File: src/rtl/counter_sequencer_pkg.sv
// Shared types and constants for the counter sequencer: FSM state encoding
// and the run-mode selector values.
package counter_sequencer_pkg;

   typedef enum logic [1:0] {
      IDLE  = 2'd0,
      RUN   = 2'd1,
      PAUSE = 2'd2,
      DONE  = 2'd3
   } seqState_t;

   localparam logic MODE_ONESHOT  = 1'b0;
   localparam logic MODE_PERIODIC = 1'b1;

endpackage

File: src/rtl/syn_up_counter_ce.sv
// N-bit up-counter with synchronous clear (dominant) and count enable.
module syn_up_counter_ce #(
   parameter int N = 8
) (
   input  logic         clk,
   input  logic         reset_n,
   input  logic         clr,
   input  logic         en,
   output logic [N-1:0] Q
);

   localparam logic [N-1:0] ONE = {{(N-1){1'b0}}, 1'b1};

   always_ff @(posedge clk or negedge reset_n) begin
      if (!reset_n) begin
         Q <= '0;
      end else if (clr) begin
         Q <= '0;
      end else if (en) begin
         Q <= Q + ONE;
      end
   end

endmodule

File: src/rtl/counter_sequencer.sv
// Timer/sequencer: prescaler, command FSM and terminal-count compare wrapped
// around a clear/enable up-counter whose value is exported as Q.
module counter_sequencer
   import counter_sequencer_pkg::*;
#(
   parameter int N          = 8,
   parameter int PRESCALE_W = 4
) (
   input  logic                  clk,
   input  logic                  reset_n,
   input  logic                  start,
   input  logic                  stop,
   input  logic                  pause,
   input  logic                  mode,
   input  logic [N-1:0]          limit,
   input  logic [PRESCALE_W-1:0] prescale,
   output logic [N-1:0]          Q,
   output logic                  busy,
   output logic                  done
);

   localparam logic [PRESCALE_W-1:0] PRE_ONE = {{(PRESCALE_W-1){1'b0}}, 1'b1};

   seqState_t             state_q;
   logic                  mode_q;
   logic [N-1:0]          limit_q;
   logic [PRESCALE_W-1:0] prescale_q;
   logic [PRESCALE_W-1:0] preCnt_q;
   logic                  busy_q;
   logic                  done_q;

   logic tick;
   logic terminal;
   logic runAdvance;
   logic cntClr;
   logic cntEn;

   // A tick only counts when RUN is neither aborted nor paused on that edge.
   always_comb begin
      runAdvance = (state_q == RUN) && !stop && !pause;
      tick       = (preCnt_q == prescale_q);
      terminal   = tick && (Q == limit_q);
      cntClr     = (stop && (state_q != IDLE))
                 || (start && ((state_q == IDLE) || (state_q == DONE)))
                 || (runAdvance && terminal && (mode_q == MODE_PERIODIC));
      cntEn      = runAdvance && tick && !terminal;
   end

   always_ff @(posedge clk or negedge reset_n) begin
      if (!reset_n) begin
         state_q    <= IDLE;
         mode_q     <= MODE_ONESHOT;
         limit_q    <= '0;
         prescale_q <= '0;
         preCnt_q   <= '0;
         busy_q     <= 1'b0;
         done_q     <= 1'b0;
      end else begin
         done_q <= 1'b0;
         case (state_q)
            IDLE: begin
               if (start) begin
                  state_q    <= RUN;
                  mode_q     <= mode;
                  limit_q    <= limit;
                  prescale_q <= prescale;
                  preCnt_q   <= '0;
                  busy_q     <= 1'b1;
               end
            end
            RUN: begin
               if (stop) begin
                  state_q  <= IDLE;
                  preCnt_q <= '0;
                  busy_q   <= 1'b0;
               end else if (pause) begin
                  state_q <= PAUSE;
               end else if (tick) begin
                  preCnt_q <= '0;
                  if (terminal) begin
                     done_q <= 1'b1;
                     if (mode_q == MODE_ONESHOT) begin
                        state_q <= DONE;
                        busy_q  <= 1'b0;
                     end
                  end
               end else begin
                  preCnt_q <= preCnt_q + PRE_ONE;
               end
            end
            PAUSE: begin
               if (stop) begin
                  state_q  <= IDLE;
                  preCnt_q <= '0;
                  busy_q   <= 1'b0;
               end else if (start) begin
                  state_q <= RUN;
               end
            end
            DONE: begin
               if (stop) begin
                  state_q <= IDLE;
               end else if (start) begin
                  state_q    <= RUN;
                  mode_q     <= mode;
                  limit_q    <= limit;
                  prescale_q <= prescale;
                  preCnt_q   <= '0;
                  busy_q     <= 1'b1;
               end
            end
            default: state_q <= IDLE;
         endcase
      end
   end

   syn_up_counter_ce #(
      .N(N)
   ) u_counter (
      .clk    (clk),
      .reset_n(reset_n),
      .clr    (cntClr),
      .en     (cntEn),
      .Q      (Q)
   );

   assign busy = busy_q;
   assign done = done_q;

endmodule

File: config.mk
export PLATFORM = sky130hd
export DESIGN_NAME = counter_sequencer
export DESIGN_NICKNAME = d
export VERILOG_FILES = /design/src/rtl/counter_sequencer_pkg.sv /design/src/rtl/syn_up_counter_ce.sv /design/src/rtl/counter_sequencer.sv
export SDC_FILE = /design/constraint.sdc
export NUM_CORES = 1
export LEC_CHECK = 0
export CAP_MARGIN = 40
export CORE_MARGIN = 2
export CORE_UTILIZATION = 52
export DETAILED_ROUTE_END_ITERATION = 10
export GPL_ROUTABILITY_DRIVEN = 0
export PLACE_DENSITY = 0.77
export REMOVE_ABC_BUFFERS = 1
export SYNTH_ARGS = -nofsm -noshare
export SYNTH_HDL_FRONTEND = slang
export SYNTH_SLANG_ARGS = --single-unit
File: constraint.sdc
create_clock -name clk -period 2.67 [get_ports clk]
set_input_delay 0.4005 -clock clk [delete_from_list [all_inputs] [get_ports clk]]
set_output_delay 0.4005 -clock clk [all_outputs]
set_load 0.02 [all_outputs]
==> reports/summary.md <==
The sequential fraction of the synthesis area is 0.449, and the CTS clock-pin slew for the worst setup and hold paths is 0.10 ns. The clock drives 29 sinks. The top cell types in the final layout, fill and taps aside, are 29 x sky130_fd_sc_hd__dfrtp_1, 27 x sky130_fd_sc_hd__clkdlybuf4s50_1, 14 x sky130_fd_sc_hd__mux2_2, 13 x sky130_fd_sc_hd__nor2_1. The biggest cell delay along the critical path was 0.55 ns; the instance area after placement was 0.00194 mm^2. Before antenna repair, the detailed router went through 4 iterations. Buffers added to address setup during post-CTS repair amount to 0. The clock period could shrink to 2.03 ns. The run finished with clean final reports. The power density over the cells was 856 mW/mm^2. For the detailed-route wire length, the log shows 3300 um.

Counting tap cells, the placed design contains a total of 208 instances. Summing every instance area after synthesis gives 0.00162 mm^2. The number of nets still failing antenna checks after routing was 0. The run gives 253 as the filler cell count in the final layout. The setup slack after placement is 0.395 ns, and the worst hold slack after final layout is 0.443 ns. Detailed-route wire length per cell: 15.3 um. The region available for standard cell placement spans 0.00300 mm^2. The tools report the signal arrival time at the worst endpoint as 2.24 ns. After legalization and detailed placement, the total HPWL measured 2480 um. The number of antenna violations at the first check in global routing is 0.

Maximum number of pins on one net before global-route repair: 30. The die is 59.8 um wide. Setup repair after global routing left no endpoint under its margin. The path class of the tightest hold or removal check is input port to async pin. The cell count after synthesis came out at 147. The via count was 1234; the post-synthesis average cell area was 11.0 um^2. Yosys printed 0 warnings. Setup violations remaining at the end of the flow were counted as 0.

For this design, the CTS-stage hold fixing added 0 buffers. Clock skew on the completed layout was measured at 0.0126 ns. The run gives 216 as the number of standard cells in the final layout excluding fillers. Leaving out fill and tap cells, the most frequent cell in the layout is sky130_fd_sc_hd__dfrtp_1. The leading area contributor after synthesis was sky130_fd_sc_hd__dfrtp_1. The post-synthesis cell type count was 36; the final design area excluding fillers was 0.00201 mm^2. The number of diodes is 0, and the global-route total usage across every layer is 0.216.

Cell row count: 20. The actual slew at the worst max-slew pin is 0.576 ns. The relative slew slack was 0.606. IR analysis of the VDD net gives a maximum drop of 0.449 mV. Across the run, the number of max-cap violations was 0. The count of buffers added on input and output ports is 27. Critical-path cell with the highest stage delay: sky130_fd_sc_hd__a2111oi_0. The required time at the endpoint of the critical path was 2.88 ns.

Critical path endpoint category: a flip-flop. The clock tree synthesis step divided the H-tree into 2 levels. Leakage power figure: 0.872 nW.

The average vias per placed instance was 5.71; the initial standard-cell utilization of the core was 0.539. The number of top-level design ports was 28. TritonCTS built the clock tree. The biggest fanout along the worst timing path came out at 4.

The die covers 0.00357 mm^2. At the later pin of the worst-skew pair, clock insertion delay measures 0.33 ns. Across all setup checks in the final design, the least slack found is 0.639 ns.

By area the synthesized netlist is led by sky130_fd_sc_hd__dfrtp_1 45%, sky130_fd_sc_hd__mux2_2 9.7%, sky130_fd_sc_hd__xnor2_1 5.4%. In this run, synthesis produced a sequential element count of 29. The fraction of layout cells with a size suffix above 1 is 0.175. For the via count of the first global-routing pass, the log shows 1280. Layout overhead on the synthesized area: 24.3%. The area occupied by multi-input gates was 866 um^2; the global-route wire length before repair was 5700 um. TritonCTS created 5 clock buffers. The critical path is of the flip-flop to flip-flop type. At the end of the flow, the number of nets in the layout was 206. The logs give 2 for the maximum clock path buffer count and 0 ns for the summed negative setup slack over all endpoints. From bottom edge to top edge, the die measures 59.8 um. The run gives 0 as the final-report hold violation count. Traced cell by cell, the critical path runs through inv_1, ha_1, nor3b_2, nand4_1, a2111oi_0, xnor2_1, nor2_1. The fraction of synthesized cell area taken by the top area cell type is 0.449. Derived from the worst setup path, the maximum achievable clock frequency is 492 MHz. Summed over all layers, the global routing overflow is 0. The number of resized instances in the post-cts repair step came out at 0. The run gives 0 as the remaining routing DRC violations.

Area occupied by registers: 726 um^2. The worst setup path is launched from a flip-flop. The logs give 0 for the number of max-slew violations in the final report and 61 for the violation count after the first detailed-route iteration. The share of the clock period used by the worst path came out at 0.761. The tools report the clock tree root buffer cell as sky130_fd_sc_hd__clkbuf_4.
[critical path: cells and delay by family, from the launching register on]
family / cells / cell delay (ns)
buffers and inverters: 1 / 0.09
adder cells (fa/ha/maj): 1 / 0.20
AO/OA/AOI/OAI: 1 / 0.55
flip-flops: 1 / 0.42
AND/OR/NAND/NOR: 3 / 0.47
XOR/XNOR: 1 / 0.18
[final cells by class]
| class | instances | area share |
|---|---|---|
| multi-input cells | 111 | 0.431 |
| flip-flops and latches | 29 | 0.361 |
| repair buffers | 29 | 0.142 |
| clock buffers | 7 | 0.0324 |
| well taps | 33 | 0.0205 |
| inverters | 6 | 0.0112 |
| clock inverters | 1 | 0.00249 |
[synthesized netlist by cell type]
cell	count
sky130_fd_sc_hd__nor2b_1	2
sky130_fd_sc_hd__a41oi_1	1
sky130_fd_sc_hd__and3_1	2
sky130_fd_sc_hd__a21boi_0	2
sky130_fd_sc_hd__nand4_2	1
sky130_fd_sc_hd__and2_2	1
sky130_fd_sc_hd__o21bai_1	1
sky130_fd_sc_hd__inv_1	6
sky130_fd_sc_hd__nand4_1	3
sky130_fd_sc_hd__dfrtp_1	29
sky130_fd_sc_hd__a22o_1	2
sky130_fd_sc_hd__a221oi_1	1
sky130_fd_sc_hd__a211oi_1	3
sky130_fd_sc_hd__nand2b_1	1
sky130_fd_sc_hd__xor2_1	9
sky130_fd_sc_hd__or2_0	1
sky130_fd_sc_hd__a21oi_1	4
sky130_fd_sc_hd__nor4_4	2
sky130_fd_sc_hd__buf_1	1
sky130_fd_sc_hd__xnor2_1	10
sky130_fd_sc_hd__a31o_2	1
sky130_fd_sc_hd__nor2_1	13
sky130_fd_sc_hd__ha_1	6
sky130_fd_sc_hd__a2111oi_0	3
sky130_fd_sc_hd__or2_2	1
sky130_fd_sc_hd__o22ai_1	1
sky130_fd_sc_hd__and2b_1	1
sky130_fd_sc_hd__mux2_2	14
sky130_fd_sc_hd__and4_1	1
sky130_fd_sc_hd__mux2i_1	2
sky130_fd_sc_hd__a41o_1	1
sky130_fd_sc_hd__o21ai_0	7
sky130_fd_sc_hd__nand3_1	2
sky130_fd_sc_hd__a211o_2	1
sky130_fd_sc_hd__nand2_1	10
sky130_fd_sc_hd__nor3b_2	1
[power by group]
| part | switching [mW] | total (mW) | internal (mW) |
|---|---|---|---|
| Clock | 0.153 | 0.305 | 0.152 |
| Combinational | 0.391 | 0.742 | 0.351 |
| Sequential | 0.100 | 0.674 | 0.574 |
[worst paths after layout]
path	startpoint	to	slack, ns	cells past startpoint
min in group clk	limit_q[5]$_DFFE_PN0P_	limit_q[5]$_DFFE_PN0P_	0.53	1
min	reset_n	preCnt_q[0]$_DFFE_PN0P_	0.44	2
max reg2reg	state_q[1]$_DFFE_PN0P_	u_counter.Q[5]$_DFFE_PN0P_	0.64	7
max	state_q[1]$_DFFE_PN0P_	u_counter.Q[5]$_DFFE_PN0P_	0.64	7
max in group asynchronous	reset_n	u_counter.Q[6]$_DFFE_PN0P_	1.95	2
min reg2reg	limit_q[5]$_DFFE_PN0P_	limit_q[5]$_DFFE_PN0P_	0.53	1
[through the flow]
stage | power [mW] | utilization
after CTS | 1.73 | 0.670
after global placement | 1.38 | 0.646
after global routing | 1.84 | 0.670
final | 1.72 | 0.670
after detailed placement | 1.43 | 0.646
after floorplan | 1.22 | -
[metal layers]
layer	global-route usage	vias up	routed length (um)
met2	0.360	24	1650
met3	0.0758	6	123
met4	0.0794	0	46
li1	-	599	-
met1	0.257	605	1480
met5	0	-	0
[state kept, by name (all words and copies together), names as in the netlist]
register,flops
u_counter.Q,8
busy,1
state_q,2
preCnt_q,4
prescale_q,4
done,1
limit_q,8
mode_q,1
[kinds of logic after synthesis]
logic type	synth area share
AOI/OAI and AO/OA	0.121
muxes	0.110
DFF	0.449
adders and majority gates	0.0464
buffers and inverters	0.0162
xor gates and xnor gates	0.103
and+or+nand+nor	0.155
Note: power is estimated with default switching activity, not from simulation.
